$ cat src/rtl/spi_frame_master_pkg.sv
// Shared types and constants for the SPI frame master.
package spi_frame_master_pkg;

    typedef enum logic [2:0] {
        IDLE,
        SETUP,
        SHIFT,
        HOLD,
        GAP
    } state_t;

    // SCLK idle level
    localparam bit CPOL_IDLE_LOW     = 1'b0;
    localparam bit CPOL_IDLE_HIGH    = 1'b1;
    // Which SCLK edge captures MISO
    localparam bit CPHA_SAMPLE_LEAD  = 1'b0;
    localparam bit CPHA_SAMPLE_TRAIL = 1'b1;

    function automatic int max3(input int a, input int b, input int c);
        int m;
        m = (a > b) ? a : b;
        return (m > c) ? m : c;
    endfunction

endpackage

$ cat src/rtl/spi_frame_master_if.sv
// Host-side handshake and frame data of the SPI frame master.
interface spi_frame_master_if #(
    parameter int FRAME_BITS = 40
);
    logic                  start;
    logic                  continuous;
    logic [FRAME_BITS-1:0] tx_data;
    logic                  busy;
    logic                  dout_valid;
    logic [FRAME_BITS-1:0] DOUT;

    modport master (
        input  start,
        input  continuous,
        input  tx_data,
        output busy,
        output dout_valid,
        output DOUT
    );

    modport slave (
        output start,
        output continuous,
        output tx_data,
        input  busy,
        input  dout_valid,
        input  DOUT
    );
endinterface

$ cat src/rtl/spi_frame_master_sclk_gen.sv
// SCLK divider: registered SCLK plus leading/trailing edge strobes that
// coincide with the clk edge on which SCLK changes.
module spi_sclk_gen
    import spi_frame_master_pkg::*;
#(
    parameter int CLK_DIV = 50,
    parameter bit CPOL    = CPOL_IDLE_LOW
) (
    input  logic clk,
    input  logic rst,
    input  logic en,
    output logic sclk,
    output logic lead,
    output logic trail
);
    localparam int DW = (CLK_DIV > 2) ? $clog2(CLK_DIV) : 1;
    localparam logic [DW-1:0] DIV_LAST = DW'(CLK_DIV - 1);

    logic [DW-1:0] div_cnt;
    logic          tick;

    assign tick  = en && (div_cnt == DIV_LAST);
    assign lead  = tick && (sclk == CPOL);
    assign trail = tick && (sclk != CPOL);

    // Half-period counter and SCLK register; parked at idle level when disabled
    always_ff @(posedge clk) begin
        if (rst || !en) begin
            div_cnt <= '0;
            sclk    <= CPOL;
        end else if (tick) begin
            div_cnt <= '0;
            sclk    <= ~sclk;
        end else begin
            div_cnt <= div_cnt + 1'b1;
        end
    end

endmodule

$ cat src/rtl/spi_frame_master.sv
// Parametrised full-duplex SPI master: frame FSM, shift registers, bit
// counter and the DOUT/valid register around a divided SCLK generator.
module spi_frame_master
    import spi_frame_master_pkg::*;
#(
    parameter int FRAME_BITS = 40,
    parameter int CLK_DIV    = 50,
    parameter int SS_SETUP   = 10,
    parameter int GAP_CYCLES = 20,
    parameter bit CPOL       = CPOL_IDLE_LOW,
    parameter bit CPHA       = CPHA_SAMPLE_LEAD
) (
    input  logic                clk,
    input  logic                rst,
    spi_frame_master_if.master  bus,
    input  logic                MISO,
    output logic                MOSI,
    output logic                SCLK,
    output logic                SS
);
    if (CLK_DIV < 2)    begin : g_bad_div   $error("CLK_DIV must be >= 2");    end
    if (FRAME_BITS < 1) begin : g_bad_bits  $error("FRAME_BITS must be >= 1"); end
    if (SS_SETUP < 1)   begin : g_bad_setup $error("SS_SETUP must be >= 1");   end
    if (GAP_CYCLES < 1) begin : g_bad_gap   $error("GAP_CYCLES must be >= 1"); end

    localparam int BW       = $clog2(FRAME_BITS + 1);
    localparam int WAIT_MAX = max3(SS_SETUP, CLK_DIV, GAP_CYCLES);
    localparam int WW       = (WAIT_MAX > 2) ? $clog2(WAIT_MAX) : 1;

    localparam logic [WW-1:0] SETUP_LAST = WW'(SS_SETUP - 1);
    localparam logic [WW-1:0] HOLD_LAST  = WW'(CLK_DIV - 1);
    localparam logic [WW-1:0] GAP_LAST   = WW'(GAP_CYCLES - 1);
    localparam logic [BW-1:0] BITS_FULL  = BW'(FRAME_BITS);

    state_t                state;
    logic [FRAME_BITS-1:0] tx_sr;
    logic [FRAME_BITS-1:0] rx_sr;
    logic [FRAME_BITS-1:0] dout_r;
    logic [BW-1:0]         bit_cnt;
    logic [BW-1:0]         bit_cnt_next;
    logic [WW-1:0]         wait_cnt;
    logic                  busy_r;
    logic                  valid_r;
    logic                  lead;
    logic                  trail;
    logic                  sample;
    logic                  shift_out;
    logic                  frame_done;
    logic                  launch;

    spi_sclk_gen #(
        .CLK_DIV (CLK_DIV),
        .CPOL    (CPOL)
    ) u_sclk_gen (
        .clk   (clk),
        .rst   (rst),
        .en    (state == SHIFT),
        .sclk  (SCLK),
        .lead  (lead),
        .trail (trail)
    );

    assign bus.busy       = busy_r;
    assign bus.dout_valid = valid_r;
    assign bus.DOUT       = dout_r;

    // Edge roles per phase, frame completion and new-frame launch decode
    always_comb begin
        sample       = (CPHA == CPHA_SAMPLE_TRAIL) ? trail : lead;
        shift_out    = (CPHA == CPHA_SAMPLE_TRAIL) ? lead  : trail;
        bit_cnt_next = sample ? bit_cnt + 1'b1 : bit_cnt;
        // The last toggle is always a trailing edge; by then every bit has been sampled.
        frame_done   = trail && (bit_cnt_next == BITS_FULL);
        launch       = ((state == IDLE) && (bus.start || bus.continuous)) ||
                       ((state == GAP) && (wait_cnt == GAP_LAST) && bus.continuous);
    end

    // Frame FSM with registered SS/MOSI/busy/DOUT/valid
    always_ff @(posedge clk) begin
        if (rst) begin
            state    <= IDLE;
            SS       <= 1'b1;
            MOSI     <= 1'b0;
            dout_r   <= '0;
            valid_r  <= 1'b0;
            busy_r   <= 1'b0;
            tx_sr    <= '0;
            rx_sr    <= '0;
            bit_cnt  <= '0;
            wait_cnt <= '0;
        end else begin
            valid_r <= 1'b0;
            if (launch) begin
                // With CPHA=0 the MSB is already on MOSI, so tx_sr holds the bits after it.
                tx_sr    <= (CPHA == CPHA_SAMPLE_TRAIL) ? bus.tx_data : (bus.tx_data << 1);
                MOSI     <= bus.tx_data[FRAME_BITS-1];
                rx_sr    <= '0;
                bit_cnt  <= '0;
                wait_cnt <= '0;
                SS       <= 1'b0;
                busy_r   <= 1'b1;
                state    <= SETUP;
            end else begin
                case (state)
                    IDLE: begin
                        busy_r <= 1'b0;
                    end
                    SETUP: begin
                        if (wait_cnt == SETUP_LAST) begin
                            wait_cnt <= '0;
                            state    <= SHIFT;
                        end else begin
                            wait_cnt <= wait_cnt + 1'b1;
                        end
                    end
                    SHIFT: begin
                        if (sample) begin
                            rx_sr   <= (rx_sr << 1) | FRAME_BITS'(MISO);
                            bit_cnt <= bit_cnt_next;
                        end
                        if (shift_out) begin
                            MOSI  <= tx_sr[FRAME_BITS-1];
                            tx_sr <= tx_sr << 1;
                        end
                        if (frame_done) begin
                            wait_cnt <= '0;
                            state    <= HOLD;
                        end
                    end
                    HOLD: begin
                        if (wait_cnt == HOLD_LAST) begin
                            SS       <= 1'b1;
                            dout_r   <= rx_sr;
                            valid_r  <= 1'b1;
                            wait_cnt <= '0;
                            state    <= GAP;
                        end else begin
                            wait_cnt <= wait_cnt + 1'b1;
                        end
                    end
                    GAP: begin
                        if (wait_cnt == GAP_LAST) begin
                            wait_cnt <= '0;
                            busy_r   <= 1'b0;
                            state    <= IDLE;
                        end else begin
                            wait_cnt <= wait_cnt + 1'b1;
                        end
                    end
                    default: begin
                        state <= IDLE;
                    end
                endcase
            end
        end
    end

endmodule

$ cat src/flat_wrapper.sv
// flat-port wrapper written by rule: the top's interface ports become plain ports
module spi_frame_master_flat import spi_frame_master_pkg::*;
#(
    parameter int FRAME_BITS = 40,
    parameter int CLK_DIV    = 50,
    parameter int SS_SETUP   = 10,
    parameter int GAP_CYCLES = 20,
    parameter bit CPOL       = CPOL_IDLE_LOW,
    parameter bit CPHA       = CPHA_SAMPLE_LEAD
)
  (clk, rst, MISO, MOSI, SCLK, SS, bus_start, bus_continuous, bus_tx_data, bus_busy, bus_dout_valid, bus_DOUT);
  spi_frame_master_if #(.FRAME_BITS(FRAME_BITS)) bus_i ();
  input  logic clk;
  input  logic rst;
  input  logic MISO;
  output logic MOSI;
  output logic SCLK;
  output logic SS;
  input wire logic [$bits(bus_i.start)-1:0] bus_start;
  input wire logic [$bits(bus_i.continuous)-1:0] bus_continuous;
  input wire logic [$bits(bus_i.tx_data)-1:0] bus_tx_data;
  output wire logic [$bits(bus_i.busy)-1:0] bus_busy;
  output wire logic [$bits(bus_i.dout_valid)-1:0] bus_dout_valid;
  output wire logic [$bits(bus_i.DOUT)-1:0] bus_DOUT;
  assign bus_i.start = bus_start;
  assign bus_i.continuous = bus_continuous;
  assign bus_i.tx_data = bus_tx_data;
  assign bus_busy = bus_i.busy;
  assign bus_dout_valid = bus_i.dout_valid;
  assign bus_DOUT = bus_i.DOUT;
  spi_frame_master #(.FRAME_BITS(FRAME_BITS), .CLK_DIV(CLK_DIV), .SS_SETUP(SS_SETUP), .GAP_CYCLES(GAP_CYCLES), .CPOL(CPOL), .CPHA(CPHA)) u_core (.clk(clk), .rst(rst), .bus(bus_i), .MISO(MISO), .MOSI(MOSI), .SCLK(SCLK), .SS(SS));
endmodule
$ cat config.mk
export PLATFORM = sky130hd
export DESIGN_NAME = spi_frame_master_flat
export DESIGN_NICKNAME = d
export VERILOG_FILES = /design/src/rtl/spi_frame_master_pkg.sv /design/src/rtl/spi_frame_master_if.sv /design/src/rtl/spi_frame_master_sclk_gen.sv /design/src/rtl/spi_frame_master.sv /design/src/flat_wrapper.sv
export SDC_FILE = /design/constraint.sdc
export NUM_CORES = 1
export LEC_CHECK = 0
export CAP_MARGIN = 20
export CORE_MARGIN = 2
export CORE_UTILIZATION = 40
export DETAILED_ROUTE_END_ITERATION = 8
export HOLD_SLACK_MARGIN = 0.02
export SETUP_SLACK_MARGIN = 0.02
export SYNTH_ARGS = -nofsm -noshare
export SYNTH_HDL_FRONTEND = slang
export SYNTH_SLANG_ARGS = --single-unit
export TNS_END_PERCENT = 10
$ cat constraint.sdc
create_clock -name clk -period 2.54 [get_ports clk]
set_input_delay 0.762 -clock clk [delete_from_list [all_inputs] [get_ports clk]]
set_output_delay 0.762 -clock clk [all_outputs]
set_load 0.005 [all_outputs]
==> reports/qor.txt <==
grt ovf: 0
final antenna-violating net count: 0
share of cells above drive strength 1: 0.07562
io pins: 90
Crit Path Max Fanout: 6
site row count: 44
Critical Path Sink Type: output pin
H-tree levels: 4
Netlist cell types: 49
WL/cell: 13.46 µm
clock-pin slew on the worst setup and hold paths: 0.06 ns
most common cell in the netlist: nand2_1
Peak VDD IR: 0.4245 mV
period utilization: 0.8922
worst hold path type: flop to flop
Max Freq: 441.3 MHz
Die Wd: 124.5 µm
clk root buf: clkbuf_16
Vias/cell: 5.002
TritonCTS clock tree: built
Total GRT Usage: 0.1727
RSZ-0062 raised after global routing: no
Top FF cell, synth: dfxtp_1
syn avg cell area: 8.493 µm²
Post-DP Area: 0.006875 mm²
LEAKAGE: 2.429 nW
Req. time, crit path: 1.78 ns
Vias: 4757
Die Area: 0.01550 mm²
CP Class: flop to output pin
Max transition margin: 0.6378
CTS Hold Bufs: 0
Syn Std Cell Area: 0.005809 mm²
FFs w/ async S/R, synth: 0
Critical-path top delay cell: clkdlybuf4s50_1
worst-skew pair later-pin latency: 0.42 ns
Synth Register Bits: 145
Num CTS Buffers: 17
DR pass1 iterations: 4
design area: 0.007453 mm²
Die Y: 124.5 µm
final setup TNS: 0 ns
number of synthesized flops with an enable pin: 0
final slew viol count: 0
initial antenna violation count: 0
Synth area leader: dfxtp_1
synth top area cells: dfxtp_1, nand2_1, a21oi_1, mux2i_1, a211oi_1
Clock Sinks: 145
GPL Wtd Cong: 0.7709
CTS resizes: 0
Synth top area share: 0.4997
synth cell count leaders: nand2_1, dfxtp_1, a21oi_1, nor2_1, clkbuf_1
Initial Util: 0.4043
core footprint: 0.01437 mm²
delay-heaviest family, CP: buffers and inverters
Final Skew: 0.008400 ns
buffer levels on the longest clock path: 2
post-CTS setup buffer count: 0
first-pass GRT wire length: 22100 µm
Final Critical Period: 2.266 ns
CP max stage delay: 0.59 ns
1st-iter DRT viols: 342
Synth Warn #: 0
CP startpoint kind: flop
crit path DAT: 1.50 ns
Worst-Margin Slew: 0.5392 ns
Seq/Total Area, Yosys: 0.4997
hpwl dp: 8408 µm
ant diodes: 0
post-synth net total: 734
area added between synthesis and finish: 28.30%
CP Buf/Inv Count: 1
Final setup viols: 0
maxcap violations: 0
IO Port Bufs: 89
PwrDens: 684.0 mW/mm²
Fin. Hold Viols: 0
CP cell instances: clkdlybuf4s50_1
Routed WL: 12800 µm
Synth Instances: 684
final net count: 804
post-layout power: 5.098 mW
vias in the first global route: 4652
Remaining DRCs: 0
status: finished, final reports clean
largest net degree at the start of global routing: 48
## per-layer routing
metal  vias up  routed length, µm  GRT usage
met4         0                255    0.06874
li1       2475                  -          -
met5         -                  0          0
met3        27                540    0.05112
met2        94               5795     0.2713
met1      2161               6210     0.2234
## placed cells by master, fill, tap and decap left out, types with 6 or more instances in the layout
cell,count
mux2i_1,42
clkdlybuf4s50_1,88
a21oi_1,84
dfxtp_1,145
nand2_1,172
a211oi_1,39
nor2_1,56
nand3_1,7
xor2_1,6
clkbuf_16,17
buf_4,14
## worst paths after layout
check / from / endpoint / slack [ns] / depth (start not counted)
worst min register to register: u_core.bus.DOUT[2] / u_core.bus.DOUT[2] / 0.45 / 2
worst max register to register: u_core.u_sclk_gen.div_cnt[3] / u_core.wait_cnt[5] / 0.33 / 5
worst max-delay path: u_core.u_sclk_gen.sclk / SCLK / 0.27 / 1
worst min-delay path: u_core.bus.DOUT[2] / u_core.bus.DOUT[2] / 0.45 / 2
## power by group
group          internal [mW]  switching, mW  total [mW]
Sequential              2.35         0.0398        2.39
Combinational          0.161          0.161       0.322
Clock                   1.47          0.921        2.39
Total                   3.98           1.12        5.10
## sequential cells by signal, indices dropped and copies added, names as in the netlist, 3 cells and up
signal,count
u_core.bus.DOUT,40
u_core.rx_sr,40
u_core.tx_sr,39
u_core.bit_cnt,6
u_core.u_sclk_gen.div_cnt,6
u_core.wait_cnt,6
u_core.state,3
## stage by stage
| step | hold slack (ns) | util | std cells | worst slack, ns |
|---|---|---|---|---|
| floorplan | 0.4321 | - | 684 | 0.4318 |
| finish | 0.4517 | 0.5187 | 951 | 0.2739 |
| detailed placement | 0.4475 | 0.4785 | 919 | 0.01485 |
| global placement | 0.4439 | 0.4785 | 919 | 0.1241 |
| CTS | 0.4558 | 0.5187 | 951 | 0.2429 |
| global route | 0.4680 | 0.5187 | 951 | 0.2163 |
## logic make-up after synthesis
kind of cell,Yosys count,synth area share
AND/OR/NAND/NOR,277,0.2072
AO/OA/AOI/OAI,145,0.1523
flip-flops,145,0.4997
buffers and inverters,60,0.04265
multiplexers,42,0.07237
XOR/XNOR,10,0.01508
adder cells (fa/ha/maj),5,0.01077
## layout make-up
class                   instances  area (µm²)
flip-flops and latches        145        2903
clock buffers                  23       498.0
well taps                     184       230.2
clock inverters                 9       80.08
inverters                       5       18.77
repair buffers                106        1051
fillers                      1344        6915
multi-input cells             479        2673
No activity file was read; power rests on OpenSTA's default activity.
==> RTL change (same settings) <==
Compare `wait_cnt` against `GAP_LAST` with >= in place of ==.
--- a/src/rtl/spi_frame_master.sv
+++ b/src/rtl/spi_frame_master.sv
@@ -74,3 +74,3 @@
         launch       = ((state == IDLE) && (bus.start || bus.continuous)) ||
-                       ((state == GAP) && (wait_cnt == GAP_LAST) && bus.continuous);
+                       ((state == GAP) && (wait_cnt >= GAP_LAST) && bus.continuous);
     end
Function: same outputs for any inputs over 10 cycles, from zero or initial values and one cycle with rst high; that may be too few to reach the edited logic, so the function may still have changed.
==> RTL change against the original RTL <==
Cell area shrank 2.7%. Wire length up 1.5%. Worst setup slack better by 0.056 ns. Die area decreased by 1.8%. Area after synthesis down 1.8%. Clock power down 8%. Non-clock buffer count down 3. Sequential cell count is the same. Synthesized cell count grew 1.5%. Power is 3.3% lower. Highest routed layer is now met5.
==> RTL change: results (changes against the original RTL) <==
- The flow ran to the end, and the final reports show no timing, DRC or antenna violations.
- The number of antenna violations at the first check in global routing is 1 (+1).
- The combined global-route utilization of all metal layers was 0.175 (+0.00269).
- The source of the worst register-to-register timing path is u_core.u_sclk_gen.div_cnt[0].
- The worst reg-to-reg path cell count is 6 (+1).
- The final net count was 814 (+1.2%).
- By area the synthesized netlist is led by sky130_fd_sc_hd__dfxtp_1 51%, sky130_fd_sc_hd__nand2_1 14%, sky130_fd_sc_hd__a21oi_1 11%.
- The total number of vias is 4968 (+4.4%).
- The proportion of synthesized area in mux cells is 0 (-0.0724).
- The post-synthesis sequential area ratio is 0.509 (+0.00932).
- The highest metal layer with signal wires is met5.
- The total wirelength of the detailed-routed design is 13.0 mm (+1.5%).
- The combinational group share of total power is 0.071 (+0.008).
- The routed length on met2 is 5.81 mm (+0.33%).
- The peak supply drop is 0.404 mV (-4.9%).
- The final clock skew is 0.00669 ns (-0.00171 ns).
- The routed metal-1 wire length is 6.18 mm (-0.43%).
- The area fraction in compound gates after synthesis is 0.194 (+0.0421).
- The count of mapped cells out of synthesis was 694 (+1.5%).
- The placer's final routability congestion estimate is 0.813 (+5.5%).
- The post-synthesis share of cell area spent on full adders, half adders and majority gates is 0.0110 (+0.000201).
- The number of placed instances with taps included is 925 (+0.65%).
- The half-perimeter wire length after detailed placement came to 8.32 mm (-1.0%).
- The number of violations reported at the end of detailed-routing iteration 0 is 374 (+9.4%).
- The internal reg-to-reg setup slack is 0.49 ns (+0.16 ns).
- The number of clock buffers in the layout is 21 (-8.7%).
- The post-placement setup slack was 0.0894 ns (+0.0746 ns).
- The global routing usage on met1 is 0.228 (+0.00468).
- The internal power contribution is 0.00379 W (-4.7%).
- The clock-net power is 0.00220 W (-8%).
- The post-synthesis xor/xnor area fraction is 0.0184 (+0.00335).
- The pin count of the biggest net entering global routing is 63 (+31%).
- The fraction of area in clock buffers and inverters is 0.0724 (-0.00513).
- The total non-filler cell area in the finished layout was 0.00726 mm2 (-2.7%).
- The actual transition at the worst max-transition pin is 0.639 ns (+0.0999 ns).
- The multi-input combinational gate total is 491 (+2.5%).
- The met2 track utilization from global routing is 0.278 (+0.00652).
- The share of cell area taken by multi-input logic gates is 0.346 (-0.0121).
- The placement-stage cell area is 0.00673 mm2 (-2.1%).
- The non-clock inverter count in the final layout is 6 (+1).
- The number of ordinary and repair buffers in the finished layout was 103 (-2.8%).
- The count of placed standard cells in the final layout, fillers left out came to 957 (+0.63%).
- By count the netlist is led by 217 x sky130_fd_sc_hd__nand2_1, 145 x sky130_fd_sc_hd__dfxtp_1, 126 x sky130_fd_sc_hd__a21oi_1, 39 x sky130_fd_sc_hd__a22oi_1, 30 x sky130_fd_sc_hd__clkbuf_1.
- The worst-case hold slack is 0.450 ns (-0.00151 ns).
RTL change: cell count changes in the layout (fill, tap and decap cells not counted), moves of 3 or more:
cell                       unedited run  this run
sky130_fd_sc_hd__clkinv_2             5         8
sky130_fd_sc_hd__nand4b_1             1         4
sky130_fd_sc_hd__buf_4               14         8
sky130_fd_sc_hd__nand2_1            172       217
sky130_fd_sc_hd__or3_1                5         1
sky130_fd_sc_hd__nor2_1              56        21
sky130_fd_sc_hd__buf_12               3         6
sky130_fd_sc_hd__a21oi_1             84       125
sky130_fd_sc_hd__a211oi_1            39         1
sky130_fd_sc_hd__clkbuf_8             5         2
sky130_fd_sc_hd__mux2i_1             42         0
sky130_fd_sc_hd__a22oi_1              0        39
RTL change: how the worst max path moves through the flow:
stage	to	slack [ns]	cells after the start
after floorplan	u_core.rx_sr[28]	0.47	6
final	SCLK	0.33	1
after global placement	u_core.tx_sr[18]	0.14	7
after global routing	u_core.wait_cnt[0]	0.27	6
after detailed placement	u_core.tx_sr[21]	0.09	7
after CTS	SCLK	0.30	1
